<file path="src/rtl/fbuf_pkg.sv">
// fbuf_pkg: widths, opcode values and FSM state encoding shared by the
// frame-buffer responder and its read pipe.
package fbuf_pkg;

  localparam int FB_ADDR_W = 16;
  localparam int FB_DATA_W = 32;
  localparam int FB_WBEN_W = 4;

  localparam logic OP_WRITE = 1'b0;
  localparam logic OP_READ  = 1'b1;

  typedef enum logic [1:0] {
    IDLE    = 2'd0,
    RD_WAIT = 2'd1,
    RD_RESP = 2'd2
  } fbuf_state_t;

endpackage

</file>
<file path="src/rtl/fbuf_rd_pipe.sv">
// fbuf_rd_pipe: waits RD_LATENCY cycles after a read is issued to the SRAM,
// captures the returned word and emits a one-cycle transfer-complete strobe.
// Out-of-range reads return zero instead of whatever the SRAM presents.
module fbuf_rd_pipe
  import fbuf_pkg::*;
#(
  parameter int RD_LATENCY = 1
) (
  input  logic                 clk,
  input  logic                 rst_,
  input  logic                 start,
  input  logic                 oor,
  input  logic [FB_DATA_W-1:0] mem_rdata,
  output logic                 rd_done,
  output logic [FB_DATA_W-1:0] rsp_out_data,
  output logic                 rsp_out_xfc
);

  logic [2:0] lat_cnt;
  logic       busy;
  logic       oor_q;

  assign rd_done = busy && (lat_cnt == 3'd0);

  // Count down the SRAM latency, then capture the read word and pulse xfc.
  always_ff @(posedge clk) begin
    if (!rst_) begin
      lat_cnt      <= 3'd0;
      busy         <= 1'b0;
      oor_q        <= 1'b0;
      rsp_out_data <= '0;
      rsp_out_xfc  <= 1'b0;
    end else begin
      rsp_out_xfc <= 1'b0;
      if (start) begin
        busy    <= 1'b1;
        lat_cnt <= 3'(RD_LATENCY);
        oor_q   <= oor;
      end else if (busy) begin
        if (lat_cnt == 3'd0) begin
          busy         <= 1'b0;
          rsp_out_xfc  <= 1'b1;
          rsp_out_data <= oor_q ? '0 : mem_rdata;
        end else begin
          lat_cnt <= lat_cnt - 3'd1;
        end
      end
    end
  end

endmodule

</file>
<file path="src/rtl/fbuf_arb_responder.sv">
// fbuf_arb_responder: memory-side responder for the drawing-engine arbiter.
// Each accepted request becomes one byte-enabled access to the single-port
// frame-buffer SRAM; reads stall the requester until the response strobe.
// Optional macro FBUF_RESP_ERR_CNT_EN builds a saturating out-of-range
// request counter on err_cnt; without it err_cnt is constant zero.
module fbuf_arb_responder
  import fbuf_pkg::*;
#(
  parameter int                   RD_LATENCY = 1,
  parameter logic [FB_ADDR_W-1:0] ADDR_MAX   = 16'hFFFF
) (
  input  logic                 clk,
  input  logic                 rst_,
  input  logic                 req_in_rts,
  output logic                 req_out_rtr,
  input  logic [FB_WBEN_W-1:0] req_in_wben,
  input  logic [FB_ADDR_W-1:0] req_in_addr,
  input  logic [FB_DATA_W-1:0] req_in_data,
  input  logic                 req_in_op,
  output logic [FB_DATA_W-1:0] rsp_out_data,
  output logic                 rsp_out_xfc,
  output logic                 mem_en,
  output logic [FB_WBEN_W-1:0] mem_we,
  output logic [FB_ADDR_W-1:0] mem_addr,
  output logic [FB_DATA_W-1:0] mem_wdata,
  input  logic [FB_DATA_W-1:0] mem_rdata,
  output logic [15:0]          err_cnt
);

  fbuf_state_t state;
  fbuf_state_t state_nxt;
  logic        accept;
  logic        is_read;
  logic        addr_oor;
  logic        rd_done;

  assign accept   = req_in_rts && req_out_rtr;
  assign is_read  = (req_in_op == OP_READ);
  assign addr_oor = {1'b0, req_in_addr} > {1'b0, ADDR_MAX};

  // State register.
  always_ff @(posedge clk) begin
    if (!rst_) begin
      state <= IDLE;
    end else begin
      state <= state_nxt;
    end
  end

  // Next state: a read parks the FSM until the pipe delivers the response.
  always_comb begin
    state_nxt = state;
    case (state)
      IDLE:    if (accept && is_read) state_nxt = RD_WAIT;
      RD_WAIT: if (rd_done) state_nxt = RD_RESP;
      RD_RESP: state_nxt = IDLE;
      default: state_nxt = IDLE;
    endcase
  end

  // Ready-to-receive is high exactly in the cycles the FSM sits in IDLE.
  always_ff @(posedge clk) begin
    if (!rst_) begin
      req_out_rtr <= 1'b0;
    end else begin
      req_out_rtr <= (state_nxt == IDLE);
    end
  end

  // Drive one SRAM access per accepted in-range request; address and write
  // data keep their last values on idle cycles.
  always_ff @(posedge clk) begin
    if (!rst_) begin
      mem_en    <= 1'b0;
      mem_we    <= '0;
      mem_addr  <= '0;
      mem_wdata <= '0;
    end else begin
      mem_en <= 1'b0;
      mem_we <= '0;
      if (accept && !addr_oor) begin
        if (is_read) begin
          mem_en   <= 1'b1;
          mem_addr <= req_in_addr;
        end else if ((req_in_op == OP_WRITE) && (req_in_wben != '0)) begin
          mem_en    <= 1'b1;
          mem_we    <= req_in_wben;
          mem_addr  <= req_in_addr;
          mem_wdata <= req_in_data;
        end
      end
    end
  end

  fbuf_rd_pipe #(
    .RD_LATENCY (RD_LATENCY)
  ) u_rd_pipe (
    .clk          (clk),
    .rst_         (rst_),
    .start        (accept && is_read),
    .oor          (addr_oor),
    .mem_rdata    (mem_rdata),
    .rd_done      (rd_done),
    .rsp_out_data (rsp_out_data),
    .rsp_out_xfc  (rsp_out_xfc)
  );

`ifdef FBUF_RESP_ERR_CNT_EN
  // Count accepted out-of-range requests, sticking at all-ones.
  always_ff @(posedge clk) begin
    if (!rst_) begin
      err_cnt <= 16'h0;
    end else if (accept && addr_oor && (err_cnt != 16'hFFFF)) begin
      err_cnt <= err_cnt + 16'h1;
    end
  end
`else
  assign err_cnt = 16'h0;
`endif

endmodule

</file>
<file path="config.mk">
export PLATFORM = sky130hd
export DESIGN_NAME = fbuf_arb_responder
export DESIGN_NICKNAME = d
export VERILOG_FILES = /design/src/rtl/fbuf_pkg.sv /design/src/rtl/fbuf_rd_pipe.sv /design/src/rtl/fbuf_arb_responder.sv
export SDC_FILE = /design/constraint.sdc
export NUM_CORES = 1
export LEC_CHECK = 0
export ABC_CLOCK_PERIOD_IN_PS = 3600
export BUFFER_PORTS_ARGS = -buffer_cell sky130_fd_sc_hd__buf_2
export CELL_PAD_IN_SITES_DETAIL_PLACEMENT = 1
export CELL_PAD_IN_SITES_GLOBAL_PLACEMENT = 1
export CORE_ASPECT_RATIO = 1.5
export CORE_UTILIZATION = 36
export DETAILED_ROUTE_END_ITERATION = 8
export PLACE_DENSITY_LB_ADDON = 0.12
export REMOVE_ABC_BUFFERS = 1
export SYNTH_ARGS = -nofsm -noshare
export SYNTH_HDL_FRONTEND = slang
export SYNTH_SLANG_ARGS = --single-unit
</file>
<file path="constraint.sdc">
create_clock -name clk -period 3.6 [get_ports clk]
set_clock_uncertainty 0.05 [all_clocks]
set_input_delay 0.54 -clock clk [delete_from_list [all_inputs] [get_ports clk]]
set_output_delay 0.54 -clock clk [all_outputs]
set_load 0.005 [all_outputs]
</file>
Word level (Yosys, flattened, before mapping). Cells that the tools add are included.

$lt $le $gt $ge: 0. Div/mod/pow operators: 0. Multipliers: 0. Equality and inequality tests: 2. Bitwise operators: 7. Multiplexer cells: 14. Reductions and logical operators: 19. Shift operators: 0. Add/subtract/negate cells: 1.

Operator list (number): 16-bit two-way mux (2); 1-bit two-way mux (9); 2-bit AND reduction (4); 1-bit inverter (7); 3-bit AND reduction (2); 1-bit logical AND (4); 2-bit logical NOT (2); 2-bit two-way mux (2); 2-bit one-hot mux with 2 select lines (1); 2-bit nonzero test (2); 4-bit nonzero test (1); 4-bit OR reduction (1); 3-bit logical NOT (1); 3-bit OR reduction (1); 3-bit by 1-bit subtractor with 3-bit output, second input constant (1); 2-bit by 1-bit == test with 1-bit output, second input constant (1); 2-bit by 1-bit inequality test with 1-bit output, second input constant (1); 2-bit OR reduction (1).

RAM bits: 0. Register bits after elaboration: 93. Output and inout bits: 103. Bits in read-only memories: 0. Word-level logic and storage cells: 54. Latch bits: 0. Memories: 0.

Depth between registers and ports, before layout. Gate-level depths: netlist of run 1.

Depth after elaboration: 5. Depth in mapped cells: 7.

Cells and area by module. From an unflattened synthesis of run 1, not the netlist that was laid out.

Cells, all modules: 469. Area, all modules: 4145.2 um^2.

By module, submodules not included: fbuf_arb_responder (times used 1, cells each 297, area an instance 2606.2 um^2); fbuf_rd_pipe (times used 1, cells each 172, area an instance 1539.0 um^2).

Least setup slack after synthesis of run 1. OpenSTA, ideal clock, no wires.

Kind: input -> register. Start point: in req_in_wben[1]. End point: reg mem_wdata[0]. Stages on the path: 6. Data required time: 3.430 ns. Slack: 1.708 ns. Arrival time: 1.722 ns. Path through: or4_4 buf_6 and3b_1 buf_6 buf_6 mux2i_1.

Cells in the longest elaborated chain, start to end: 3.

RTL lines: start, declared (line fbuf_arb_responder.sv:16) `input logic [FB_WBEN_W-1:0] req_in_wben,`; 4-bit nonzero test (line fbuf_arb_responder.sv:85) `end else if ((req_in_op == OP_WRITE) && (req_in_wben != '0)) begin`; 1-bit logical AND (line fbuf_arb_responder.sv:85); 3-bit AND reduction (no source line); end signal, assigned (line fbuf_arb_responder.sv:89) `mem_wdata <= req_in_data;`; end, declared (line fbuf_arb_responder.sv:25) `output logic [FB_DATA_W-1:0] mem_wdata,`.

Every way passes these cells. A chain may end at the register's enable or synchronous reset.

Worst setup path after layout of run 1.
Start point: reg u_rd_pipe.lat_cnt[0]. End point: reg u_rd_pipe.rsp_out_data[23].

Cells in the longest elaborated chain, start to end: 2.

RTL lines: start, declared (line fbuf_rd_pipe.sv:19) `logic [2:0] lat_cnt;`; start signal, assigned (line fbuf_rd_pipe.sv:37) `lat_cnt <= 3'(RD_LATENCY);`; start signal, assigned (line fbuf_rd_pipe.sv:45) `lat_cnt <= lat_cnt - 3'd1;`; 3-bit logical NOT (line fbuf_rd_pipe.sv:40) `if (lat_cnt == 3'd0) begin`; 3-bit AND reduction (no source line); end signal, assigned (line fbuf_rd_pipe.sv:43) `rsp_out_data <= oor_q ? '0 : mem_rdata;`; end, declared (line fbuf_rd_pipe.sv:15) `output logic [FB_DATA_W-1:0] rsp_out_data,`.

Every way passes these cells.

==> summary.md, run 1 <==
| Metric | Value |
|---|---|
| Row count | `46` |
| I/O Buffers | `174` |
| Hold Fails Final Rpt | `0` |
| GRT Util Overall | `18.0%` |
| Final WL | `roughly 11,000 um` |
| Core region area | `around 11,000 um2` |
| Most common cell after layout, fill and taps aside | `buf_2` |
| Crit path max fanout | `33` |
| Slew Limit Headroom | `roughly 33%` |
| Cells after Synth | `between 400 and 500` |
| Mapped cell area | `approximately 4000 um2` |
| Final worst path period share | `between 50% and 60%` |
| Clock slew seen by the registers of the worst setup and hold paths | `60 ps` |
| Static Leak | `0.00235 uW` |
| Area share of and/or/nand/nor cells after synthesis | `a little over 20%` |
| Yosys reg bits | `93` |
| CTS Root Cell | `clkbuf_16` |
| Peak VDD IR | `between 0.2 and 0.25 mV` |
| Worst hold path class | `input port to flop` |
| Adder-Cell Fraction of Synth Area | `0.626%` |
| Die width | `approximately 88 um` |
| CTS Hold Bufs | `0` |
| Via density per instance | `approximately 4.8` |
| WL per Instance | `14.2 um` |
| Clk buf depth | `2` |
| Critical path class | `flop to flop` |
| Worst slew pin tran | `1010 ps` |
| Post-synthesis compound-gate area fraction | `about 8%` |
| Status | `complete, no violations` |
| Critical path startpoint category | `flop` |
| Crit end category | `flop` |
| Initial Utilization | `between 30% and 40%` |
| Top cell type's share of synthesized area | `between 40% and 50%` |
| Post-CTS sizing | `0` |
| Fin crit period | `approximately 2100 ps` |
| Combinational family with the most area after synthesis | `simple AND/OR/NAND/NOR gates` |
| CP max stage cell | `and3_2` |
| Via Count | `around 3,600` |
| Fraction of layout cells with a size suffix above 1 | `about a third` |
| Grt ovf | `0` |
| Worst path arrival time | `around 2300 ps` |
| CP required | `3810 ps` |
| Max-cap violations | `0` |
| Area Growth Syn to Fin | `30.1%` |
| Total CTS buffers | `9` |
| DR iter-0 viols | `just under 100` |
| Fin. max-slew vios | `0` |
| Seq/Total Area, Yosys | `around 47%` |
| Area leader, netlist | `dfxtp_1` |
| Die ar. | `roughly 12,000 um2` |
| Xor/xnor cell area share of the yosys netlist | `0%` |
| Yosys cell types | `27` |
| Initial antenna violation count | `0` |
| RSZ-0062 raised after global routing | `no` |
| Detail Route Antenna Nets | `0` |
| Pre-Repair DR Iteration Count | `4` |
| Post-CTS setup buffer count | `0` |
| Ys Warns | `0` |
| Fmax | `around 480 MHz` |
| Most frequent cells in the layout | `buf_2 (173), nand2_1 (147), dfxtp_1 (93)` |
| First-pass GRT wire length | `between 15,000 and 20,000 um` |
| Final setup viols | `0` |
| Final core occ | `between 40 and 50%` |
| Mean Syn Cell Area | `8.96 um2` |
| Residual DRC | `0` |
| CTS sink count | `between 90 and 100` |
| DPL Wire Length | `7500 um` |
| PD cells | `459 nW/um2` |
| Crit-path max cell delay | `about 880 ps` |
| Via count of the first global-routing pass | `3,594` |
| Final Power | `2380 uW` |
| CP Cell Sequence | `inv_1 -> ha_1 -> nor2b_1 -> and3_2 -> mux2i_1` |
| Post-synthesis mux area share | `between 10% and 20%` |
| Setup tns final | `0 ps` |
| Worst skew pair latency | `340 ps` |
| H-tree levels | `3` |
| Top post-synthesis cells by area | `dfxtp_1 (47%), mux2i_1 (16%), nand2_1 (14%), o2111ai_1 (3.5%), o221ai_1 (3.5%)` |
| TritonCTS clock tree | `done` |
| Largest net degree at the start of global routing | `80` |
| Nets@finish | `approximately 700` |
| Die Span Y | `131 um` |
| Placer Congestion | `0.708` |
| I/O Pins | `roughly 190` |
sequential cells by signal (all words and copies together), names as in the netlist:
signal / count
mem_addr: 16
mem_en: 1
mem_wdata: 32
mem_we: 4
req_out_rtr: 1
state: 2
u_rd_pipe.busy: 1
u_rd_pipe.lat_cnt: 3
u_rd_pipe.rsp_out_data: 32
u_rd_pipe.rsp_out_xfc: 1
area by class of cell:
cell class	instances	area (um2)
clock buffer	13	280
fill	1358	5510
clock inverter	3	65.1
tap	144	180
inverter	3	11.3
multi-input combinational	308	1870
timing repair buffer	180	931
antenna	1	2.50
sequential	93	1860
synth_stat cells:
cell	count
buf_4	16
and3b_1	1
o221ai_1	16
buf_6	5
a21oi_1	3
nand3_1	4
and2_1	6
nor2b_1	1
conb_1	1
nor3b_1	1
nand3b_1	16
a31oi_1	1
a21o_1	1
and3_1	1
or4_4	1
dfxtp_1	93
ha_1	2
clkbuf_1	33
a311oi_1	1
mux2i_1	65
nand2_1	147
inv_1	3
o21a_1	1
buf_2	3
o2111ai_1	16
nand2b_1	2
nor2_1	6
through the flow:
stage / cells / area, um2 / setup slack [ps] / hold WS [ps]
after floorplan: 404 / 3740 / 778 / 382
after global placement: 728 / 4850 / 1290 / 388
after detailed placement: 728 / 4850 / 1260 / 399
after CTS: 744 / 5200 / 1430 / 357
after global routing: 744 / 5200 / 1300 / 363
final: 745 / 5200 / 1500 / 366
critical path, delay by kind of cell (launching register included):
kind,cells,cell delay (ps)
fa+ha+maj,1,200
buf+inv,1,120
flops,1,300
mux,1,280
simple gates,2,1060
where the power goes:
group,internal [uW],switching (uW)
clock,684,396
combinational,102,121
sequential,1060,18.8
total,1850,536
cell families after synthesis:
kind of cell | Yosys count
AND/OR/NAND/NOR | 186
flip-flops | 93
multiplexers | 65
buffers and inverters | 60
AO/OA/AOI/OAI | 39
adder cells (fa/ha/maj) | 2
other | 1
worst paths after layout:
path                                           start                    endpoint  slack (ps)  cells after the start
worst max-delay path            u_rd_pipe.lat_cnt[0]  u_rd_pipe.rsp_out_data[23]        1500                      5
worst min-delay path                  req_in_wben[2]                   mem_we[2]         370                      2
worst max register to register  u_rd_pipe.lat_cnt[0]  u_rd_pipe.rsp_out_data[23]        1500                      5
worst min register to register         mem_wdata[13]               mem_wdata[13]         410                      2
routing by layer:
metal / routed length (um) / global-route usage, %
met1: 4190 / 19.1
met2: 5540 / 33.1
met3: 593 / 3.94
met4: 249 / 9.20
met5: 0 / 0
(Power assumes the default switching activity.)
==> inputs of run 2 (changes only) <==
- ABC_CLOCK_PERIOD_IN_PS: 3600 -> 1800
- CORE_UTILIZATION: 36 -> 30
- clock period: 3.6 -> 1.8 ns (I/O delays scaled with it)
==> run 2 against run 1 <==
Compared with the run above:
- critical path depth grew 1
- worst setup slack lost 1300 ps
- clock-buffer cell count is the same
- clock power grew 93%
- fmax grew 31%
- routed wire length grew 1.8%
- non-clock buffer count grew 4
- die area grew 20%
- critical path type unchanged
- highest routed layer unchanged
==> summary.md, run 2 (same netlist as run 1, synthesis figures left out) <==
| Metric | Value |
|---|---|
| Clock slew seen by the registers of the worst setup and hold paths | `about 70 ps` |
| First-pass GRT wire length | `16,300 um` |
| CP max stage cell | `dfxtp_1` |
| Post-CTS setup buffer count | `0` |
| Crit end category | `flop` |
| Die Span Y | `roughly 140 um` |
| Via Count | `roughly 3,600` |
| Grt ovf | `0` |
| Critical path startpoint category | `flop` |
| Crit-path max cell delay | `approximately 300 ps` |
| Fraction of layout cells with a size suffix above 1 | `between 30 and 40%` |
| Worst skew pair latency | `roughly 330 ps` |
| Worst path arrival time | `1810 ps` |
| Most common cell after layout, fill and taps aside | `buf_2` |
| Buf/Inv on CP | `2` |
| Worst hold path class | `input port to flop` |
| Fin. max-slew vios | `0` |
| CP required | `approximately 2000 ps` |
| I/O Buffers | `about 170` |
| WL per Instance | `between 10 and 15 um` |
| Residual DRC | `0` |
| Static Leak | `between 0.002 and 0.0025 uW` |
| Fill count | `between 1,500 and 2,000` |
| CTS Root Cell | `clkbuf_16` |
| Pre-Repair DR Iteration Count | `4` |
| Core region area | `around 13,000 um2` |
| Met1 usage | `between 10% and 20%` |
| Met3 Use GR | `roughly 4.2%` |
| Hold slack | `around 100 ps` |
| Critical path class | `flop to flop` |
| Die ar. | `around 14,000 um2` |
| RSZ-0062 raised after global routing | `no` |
| Final std cells w/o fill | `between 700 and 800` |
| I/O Pins | `~190` |
| CP Cell Sequence | `inv_1 -> ha_1 -> nor2b_1 -> and3_2 -> buf_12 -> mux2i_1` |
| Clk buf depth | `2` |
| Regs by FF count | `mem_wdata: 32 flops, u_rd_pipe.rsp_out_data: 32 flops, mem_addr: 16 flops` |
| Nets@finish | `a little under 700` |
| Max-cap violations | `0` |
| M2 GR Usage | `roughly 28%` |
| Via density per instance | `4.70` |
| Largest net degree at the start of global routing | `between 70 and 80` |
| Top delay family on crit path | `simple AND/OR/NAND/NOR gates` |
| Peak VDD IR | `0.371 mV` |
| Post-CTS sizing | `0` |
| CTS sink count | `93` |
| Total CTS buffers | `9` |
| GRT Util Overall | `15.3%` |
| TritonCTS clock tree | `done` |
| Initial Utilization | `between 30% and 40%` |
| Detail Route Antenna Nets | `0` |
| Row count | `51` |
| Initial antenna violation count | `1` |
| Final setup margin | `between 150 and 200 ps` |
| Hold Fails Final Rpt | `0` |
| Final WL | `around 11,000 um` |
| Fin crit period | `roughly 1600 ps` |
| Final core occ | `between 40% and 50%` |
| DR iter-0 viols | `86` |
| Most frequent cells in the layout | `buf_2 (173), nand2_1 (147), dfxtp_1 (93)` |
| Final Power | `approximately 4700 uW` |
| Final worst path period share | `between 80% and 90%` |
| Status | `complete, no violations` |
| Placer Congestion | `between 0.6 and 0.7` |
| Top Usage Layer GRT | `met2` |
| PD cells | `between 800 and 900 nW/um2` |
| Via count of the first global-routing pass | `around 3,400` |
| Setup WS pre-CTS | `roughly 76 ps` |
| Final setup viols | `0` |
| Placed cells | `747` |
| Die width | `around 96 um` |
| Fmax | `623 MHz` |
| CTS Hold Bufs | `0` |
| Area Growth Syn to Fin | `31.8%` |
| H-tree levels | `3` |
| DPL Wire Length | `approximately 7800 um` |
| Crit path max fanout | `33` |
==> run 2: cell count changes in the layout (fill, tap and decap cells not counted), sizes merged <==
| cell | before | now |
|---|---|---|
| clkinv | 1 | 0 |
| buf | 180 | 184 |
| clkinvlp | 0 | 1 |
==> run 2: power by group <==
group	total [uW]	internal (uW)	leakage, uW	switching (uW)
Combinational	459	215	0.00146	244
Clock	2080	1300	0.000156	789
Sequential	2160	2120	0.000754	37.9
==> run 2: final timing paths <==
| kind | slack [ps] | end | start | depth (start not counted) |
|---|---|---|---|---|
| min reg2reg | 400 | u_rd_pipe.rsp_out_data[26] | u_rd_pipe.rsp_out_data[26] | 2 |
| max | 190 | u_rd_pipe.rsp_out_data[20] | u_rd_pipe.lat_cnt[0] | 6 |
| min | 100 | mem_we[3] | req_in_wben[3] | 2 |
| max reg2reg | 190 | u_rd_pipe.rsp_out_data[20] | u_rd_pipe.lat_cnt[0] | 6 |
==> run 2: per-layer routing <==
layer	wire length, um	vias to the layer above	share of wire (%)
met2	5500	110	51
met3	688	10	6.4
met1	4440	1689	41
met4	138	0	1.3
met5	0	-	0
li1	-	1779	-
==> run 2: layout make-up <==
class / count / area, um2 / share of cell area (%)
Antenna cell: 1 / 2.50 / 0.0475
Clock buffer: 13 / 260 / 4.94
Clock inverter: 3 / 67.6 / 1.28
Inverter: 3 / 11.3 / 0.214
Multi-Input combinational cell: 308 / 1870 / 35.5
Sequential cell: 93 / 1860 / 35.3
Tap cell: 159 / 199 / 3.78
Timing Repair Buffer: 184 / 998 / 19.0
==> run 2: per-stage QoR <==
stage	TNS [ps]	cell area [um2]
after floorplan	-42490	3740
after global placement	0	4940
after detailed placement	0	4940
after CTS	0	5270
after global routing	0	5270
final	0	5270
==> inputs of run 3 (changes only) <==
- BUFFER_PORTS_ARGS: -buffer_cell sky130_fd_sc_hd__buf_2 -> -buffer_cell sky130_fd_sc_hd__buf_4
- CORE_ASPECT_RATIO: 1.5 -> default
- MAX_ROUTING_LAYER: default -> met4
==> run 3 against run 2 <==
Compared with the run above:
- sequential share of layout area fell by 2.6 points
- largest cell class unchanged
- clock power decreased by 5%
- combinational power grew 18%
- cell area up 8.0%
- critical endpoint is now u_rd_pipe.rsp_out_data[21]
- hold slack worse by 4.0 ps
==> summary.md, run 3 (same netlist as run 1, synthesis figures left out) <==
| Metric | Value |
|---|---|
| Top delay family on crit path | `simple AND/OR/NAND/NOR gates` |
| Worst path arrival time | `1860 ps` |
| DPL Wire Length | `about 7800 um` |
| CTS Hold Bufs | `0` |
| Hold Fails Final Rpt | `0` |
| Total CTS buffers | `9` |
| CTS sink count | `93` |
| GRT Util Overall | `16.6%` |
| Met2 wire length | `roughly 5000 um` |
| PD cells | `between 800 and 900 nW/um2` |
| Clock slew seen by the registers of the worst setup and hold paths | `60 ps` |
| Die Span Y | `~120 um` |
| Final setup viols | `0` |
| Static Leak | `approximately 0.0024 uW` |
| Regs by FF count | `mem_wdata: 32 flops, u_rd_pipe.rsp_out_data: 32 flops, mem_addr: 16 flops` |
| Clk buf depth | `2` |
| Area post-placement | `~5400 um2` |
| WL per Instance | `14.1 um` |
| Via count of the first global-routing pass | `about 3,500` |
| Most common cell after layout, fill and taps aside | `buf_4` |
| Fin crit period | `1640 ps` |
| Most frequent cells in the layout | `buf_4 (179), nand2_1 (147), dfxtp_1 (93)` |
| Final core occ | `between 40% and 50%` |
| Die width | `about 120 um` |
| CP required | `2010 ps` |
| I/O Pins | `roughly 190` |
| Largest net degree at the start of global routing | `84` |
| Initial antenna violation count | `0` |
| Post-CTS setup buffer count | `0` |
| Diodes inserted | `0` |
| Via density per instance | `between 4 and 5` |
| Fraction of layout cells with a size suffix above 1 | `33.5%` |
| Routed wl met3 | `574 um` |
| CP max stage cell | `dfxtp_1` |
| Worst skew pair latency | `~340 ps` |
| Row count | `between 40 and 50` |
| Critical path startpoint category | `flop` |
| Core region area | `about 13,000 um2` |
| Final WL | `10,900 um` |
| Fmax | `609 MHz` |
| Max-cap violations | `0` |
| DR iter-0 viols | `162` |
| Grt ovf | `0` |
| Crit-path max cell delay | `approximately 300 ps` |
| Peak VDD IR | `between 0.3 and 0.4 mV` |
| Max Used Layer | `met4` |
| TritonCTS clock tree | `done` |
| CP Cell Sequence | `inv_1 -> ha_1 -> nor2b_1 -> and3_2 -> buf_12 -> mux2i_1` |
| RSZ-0062 raised after global routing | `no` |
| First-pass GRT wire length | `17,800 um` |
| Crit end category | `flop` |
| Nets@finish | `between 600 and 700` |
| Buf/Inv on CP | `2` |
| Fin. max-slew vios | `0` |
| Initial Utilization | `between 30% and 40%` |
| Post-CTS sizing | `0` |
| Metal-1 WL | `5010 um` |
| Final worst path period share | `between 90% and 100%` |
| Final instance area | `between 5000 and 6000 um2` |
| Detail Route Antenna Nets | `0` |
| I/O Buffers | `174` |
| Worst hold path class | `input port to flop` |
| Pre-Repair DR Iteration Count | `6` |
| Residual DRC | `0` |
| Placer Congestion | `between 0.7 and 0.8` |
| Area Growth Syn to Fin | `42.4%` |
| Die ar. | `13,800 um2` |
| Crit path max fanout | `24` |
| CTS Root Cell | `clkbuf_16` |
| Via Count | `approximately 3,600` |
| Status | `complete, no violations` |
| Critical path class | `flop to flop` |
| H-tree levels | `3` |
run 3: layer usage:
layer,global-route usage (%),up-vias
li1,-,1779
met1,21.0,1677
met2,26.1,111
met3,3.16,13
met4,5.93,0
met5,-,-
run 3: layout make-up:
class	instances	area, um2
timing repair buffer	183	1420
clock buffer	12	267
multi-input combinational	308	1870
clock inverter	4	45.0
tap	172	215
inverter	3	11.3
fill	1531	7130
sequential	93	1860
run 3: path summary, 6_finish.rpt:
| kind | start | endpoint | slack [ps] | cells after the start |
|---|---|---|---|---|
| worst max-delay path | u_rd_pipe.lat_cnt[0] | u_rd_pipe.rsp_out_data[21] | 160 | 6 |
| worst min-delay path | req_in_wben[3] | mem_we[3] | 100 | 2 |
| worst max register to register | u_rd_pipe.lat_cnt[0] | u_rd_pipe.rsp_out_data[21] | 160 | 6 |
| worst min register to register | u_rd_pipe.rsp_out_data[11] | u_rd_pipe.rsp_out_data[11] | 410 | 2 |
run 3: where the power goes:
group	internal, uW	switching, uW	leakage [uW]
logic	295	245	0.00152
registers	2130	40.8	0.000754
clock network	1180	791	0.000158
run 3: metrics by stage:
step                      setup WS, ps  setup TNS (ps)  hold WS, ps  instances  total power (uW)
final                              158               0         95.5        775              4680
after global routing              9.89               0         83.8        775              4910
after CTS                          121               0         80.6        775              4760
after detailed placement          74.2               0          403        759              2760
after global placement             116               0          392        759              2740
after floorplan                   -859          -42490          338        404              2380
